[config.mk]
export PLATFORM = sky130hd
export DESIGN_NAME = press_classifier
export DESIGN_NICKNAME = d
export VERILOG_FILES = /design/src/rtl/press_classifier.sv
export SDC_FILE = /design/constraint.sdc
export NUM_CORES = 1
export LEC_CHECK = 0
export CORE_MARGIN = 5
export CORE_UTILIZATION = 40
export DETAILED_ROUTE_END_ITERATION = 8
export PLACE_DENSITY = 0.65
export SYNTH_ARGS = -nofsm -noshare
export SYNTH_HDL_FRONTEND = slang
export SYNTH_SLANG_ARGS = --single-unit
[constraint.sdc]
create_clock -name clk -period 2.3 [get_ports clk]
set_input_delay 0.46 -clock clk [delete_from_list [all_inputs] [get_ports clk]]
set_output_delay 0.46 -clock clk [all_outputs]
set_load 0.02 [all_outputs]
[src/rtl/press_classifier.sv]
// rtl/press_classifier.sv - classifies debounced button edge pulses as short, long or double presses
// Optional event counter output enabled by defining PRESS_CLASSIFIER_STATS_EN.
module press_classifier #(
    parameter int unsigned LONG_CYCLES = 1000,
    parameter int unsigned GAP_CYCLES  = 250,
    parameter int unsigned TMR_W       = 16
) (
    input  logic       clk,
    input  logic       reset,
    input  logic       rising_edge_i,
    input  logic       falling_edge_i,
    output logic       short_press_o,
    output logic       long_press_o,
    output logic       double_press_o,
    output logic       busy_o
`ifdef PRESS_CLASSIFIER_STATS_EN
    ,
    output logic [7:0] event_cnt_o
`endif
);

    typedef enum logic [2:0] {
        IDLE,
        PRESSED,
        WAIT_GAP,
        SECOND,
        LONG_HELD
    } state_t;

    // Threshold compares happen one count early so the pulse lands on edge N+THRESHOLD.
    localparam logic [TMR_W-1:0] LONG_LAST = TMR_W'(LONG_CYCLES - 1);
    localparam logic [TMR_W-1:0] GAP_LAST  = TMR_W'(GAP_CYCLES - 1);

    state_t           state;
    state_t           state_next;
    logic [TMR_W-1:0] tmr;
    logic             rise;
    logic             fall;
    logic             short_next;
    logic             long_next;
    logic             double_next;

    // Simultaneous rise and fall carry no usable information and are dropped.
    assign rise = rising_edge_i & ~falling_edge_i;
    assign fall = falling_edge_i & ~rising_edge_i;

    always_comb begin
        state_next  = state;
        short_next  = 1'b0;
        long_next   = 1'b0;
        double_next = 1'b0;
        case (state)
            IDLE: begin
                if (rise) state_next = PRESSED;
            end
            PRESSED: begin
                if (tmr == LONG_LAST) begin
                    long_next  = 1'b1;
                    state_next = fall ? IDLE : LONG_HELD;
                end else if (fall) begin
                    state_next = WAIT_GAP;
                end
            end
            LONG_HELD: begin
                if (fall) state_next = IDLE;
            end
            WAIT_GAP: begin
                // A rise on the timeout edge starts a fresh press rather than being lost.
                if (tmr == GAP_LAST) begin
                    short_next = 1'b1;
                    state_next = rise ? PRESSED : IDLE;
                end else if (rise) begin
                    state_next = SECOND;
                end
            end
            SECOND: begin
                if (fall || tmr == LONG_LAST) begin
                    double_next = 1'b1;
                    state_next  = fall ? IDLE : LONG_HELD;
                end
            end
            default: state_next = IDLE;
        endcase
    end

    always_ff @(posedge clk or posedge reset) begin
        if (reset) begin
            state          <= IDLE;
            tmr            <= '0;
            short_press_o  <= 1'b0;
            long_press_o   <= 1'b0;
            double_press_o <= 1'b0;
            busy_o         <= 1'b0;
        end else begin
            state          <= state_next;
            tmr            <= (state_next != state) ? '0 : tmr + 1'b1;
            short_press_o  <= short_next;
            long_press_o   <= long_next;
            double_press_o <= double_next;
            busy_o         <= (state_next != IDLE);
        end
    end

`ifdef PRESS_CLASSIFIER_STATS_EN
    always_ff @(posedge clk or posedge reset) begin
        if (reset) begin
            event_cnt_o <= 8'd0;
        end else if (short_next || long_next || double_next) begin
            event_cnt_o <= event_cnt_o + 8'd1;
        end
    end
`endif

endmodule

==> run summary <==
commonest non-fill, non-tap cell in the layout -> nor2_1
initial antenna violation count -> 0
Cell Rows -> 20
Via density -> 5.22
Skew-Pair Late Insertion Delay -> 320 ps
RSZ-0062 raised after global routing -> false
post-layout min period -> 2100 ps
cts repair resizes -> 0
largest net degree at the start of global routing -> 24
critical setup path kind -> reg -> reg
Filler cells -> 297
Final setup viols -> 0
vias in the first global route -> 971
Fin Hold WS -> 460 ps
leakage -> 0.000592 uW
Mapped Area -> 1280 sq um
Tcrit/Tclk final -> 91.4%
M2 GR Usage -> 20.3%
Synth cell types -> 37
Num CTS Buffers -> 3
status -> completed
WP data arrival -> 2300 ps
HP Class -> in -> async
# H-tree levels -> 1
DR WL/cell -> 12.9 microns
Worst-Margin Slew -> 748 ps
area grow syn2layout -> 15.1%
sequential share of the synthesized area -> 45.1%
Final #Nets -> 156
relative slew slack -> 49.7%
CTS root buffer -> clkbuf_4
gpl congestion -> 0.832
pwr/cell area -> 549 nW/um^2
Max clock buf depth -> 2
Syn Area/Cell -> 9.45 sq um
Vias -> 1,007
most frequent cells in the layout -> 24 x nor2_1, 23 x dfrtp_1, 14 x nand2_1
fraction of layout cells with a size suffix above 1 -> 9.40%
Initial Utilization -> 41.8%
Final Hold Fails -> 0
drt total wl -> 2480 microns
Worst-path clk slew -> 140 ps
grt met1 use -> 17.2%
GR met3 Demand/Resource -> 2.02%
post-DP HPWL -> 1780 microns
Synthesis Warnings -> 0
Setup Skew -> 9.42 ps
# IOs -> 8
First-pass DRT Iterations -> 4
initial drt markers -> 38
fmax -> 476 MHz
Die Ht -> 66.5 microns
clk sinks -> 23
MaxCap Viol Count -> 0
fin. max-slew vios -> 0
setup_tns -> 0 ps
VDD IR max -> 0.251 mV
Syn Nets -> 141
Routed Antenna Nets -> 0
Die W -> 66.5 microns
CP Launch Type -> flip-flop
Critical Path RT -> 2500 ps
Worst Path Max Fanout -> 16
post-synthesis cell count -> 135
total grt overflow -> 0
Ant. Diodes -> 0
GRT busiest layer -> met2
Port Buffers -> 7
Setup crit end kind -> flip-flop
# DRC -> 0
GRT Overall Usage -> 12.7%
die area -> 4420 sq um
first-pass GRT wire length -> 4360 microns
TritonCTS clock tree -> done
total core area -> 3050 sq um
FF+latch count, synth -> 23
number of setup buffers added after CTS -> 0
Hold-fix buffers, CTS -> 0
-- worst paths after layout --
| kind | cells after the start | end | slack (ps) | startpoint |
|---|---|---|---|---|
| setup / recovery | 7 | tmr[5] | 200 | tmr[1] |
| hold / removal | 3 | short_press_o | 460 | reset |
| setup reg to reg | 7 | tmr[5] | 200 | tmr[1] |
| hold reg to reg | 2 | tmr[1] | 550 | tmr[0] |
| max in group asynchronous | 3 | tmr[12] | 1610 | reset |
| min in group clk | 2 | tmr[1] | 550 | tmr[0] |
-- synth_stat cells, drive strengths merged --
| cell | n | area (sq um) |
|---|---|---|
| a21boi | 2 | 15.0 |
| a21oi | 1 | 5.00 |
| a311oi | 1 | 8.76 |
| and3 | 1 | 6.26 |
| and3b | 1 | 8.76 |
| and4 | 2 | 17.5 |
| buf | 1 | 11.3 |
| clkbuf | 3 | 11.3 |
| dfrtp | 23 | 576 |
| ha | 2 | 25.0 |
| inv | 5 | 18.8 |
| mux2i | 2 | 20.0 |
| nand2 | 14 | 52.6 |
| nand2b | 1 | 6.26 |
| nand3 | 5 | 25.0 |
| nand3b | 1 | 7.51 |
| nand4 | 4 | 25.0 |
| nand4b | 1 | 8.76 |
| nand4bb | 3 | 33.8 |
| nor2 | 24 | 90.1 |
| nor2b | 1 | 6.26 |
| nor3 | 2 | 10.0 |
| nor3b | 1 | 7.51 |
| nor4 | 5 | 46.3 |
| nor4b | 1 | 8.76 |
| o211ai | 1 | 7.51 |
| o21ai | 5 | 28.8 |
| o22ai | 1 | 6.26 |
| o311ai | 1 | 8.76 |
| o31ai | 2 | 15.0 |
| or3 | 2 | 17.5 |
| or4b | 1 | 10.0 |
| xnor2 | 6 | 52.6 |
| xor2 | 9 | 78.8 |
-- power breakdown --
| part | switching, uW | internal, uW | total (uW) |
|---|---|---|---|
| logic | 84.0 | 70.8 | 155 |
| registers | 26.7 | 426 | 453 |
| clock network | 132 | 66.5 | 199 |
-- cell families after synthesis --
kind of cell	share of synthesized area, %
mux	1.57
xor+xnor	10.3
compound gates	7.45
fa+ha+maj	1.96
flops	45.1
buf+inv	3.24
simple gates	30.4
-- layout make-up --
cell class              count  area, sq um  area share (%)
repair buffers             14          123            8.35
well taps                  44         55.1            3.75
clock inverters             1         7.51           0.511
clock buffers               3         22.5            1.53
multi-input cells         103          667            45.4
inverters                   5         18.8            1.28
flip-flops and latches     23          576            39.2
-- critical path, stage by stage, from the launching register on --
cell and delay [ps]:
dfrtp_1 400, inv_1 60, ha_1 140, or4b_1 440, nor4_1 260, o31ai_1 160
o21ai_4 420, nor2_1 100
-- flip-flops by register name, summed over array words and instances, names as in the netlist --
register	cells
state	3
long_press_o	1
tmr	16
short_press_o	1
busy_o	1
double_press_o	1
-- stage by stage --
step,setup slack [ps],util [%],total power (uW),area [sq um],cells
floorplan,391,-,561,1280,135
global placement,67.3,46.9,608,1430,189
detailed placement,7.49,46.9,611,1430,189
CTS,52.8,47.9,811,1460,193
global route,44.6,48.1,861,1470,193
finish,197,48.1,806,1470,193
-- layer usage --
layer,part of all wire [%],up-vias
li1,-,502
met1,47,492
met2,50,11
met3,2.2,2
met4,0.40,0
met5,0,-
(Power assumes the default switching activity.)
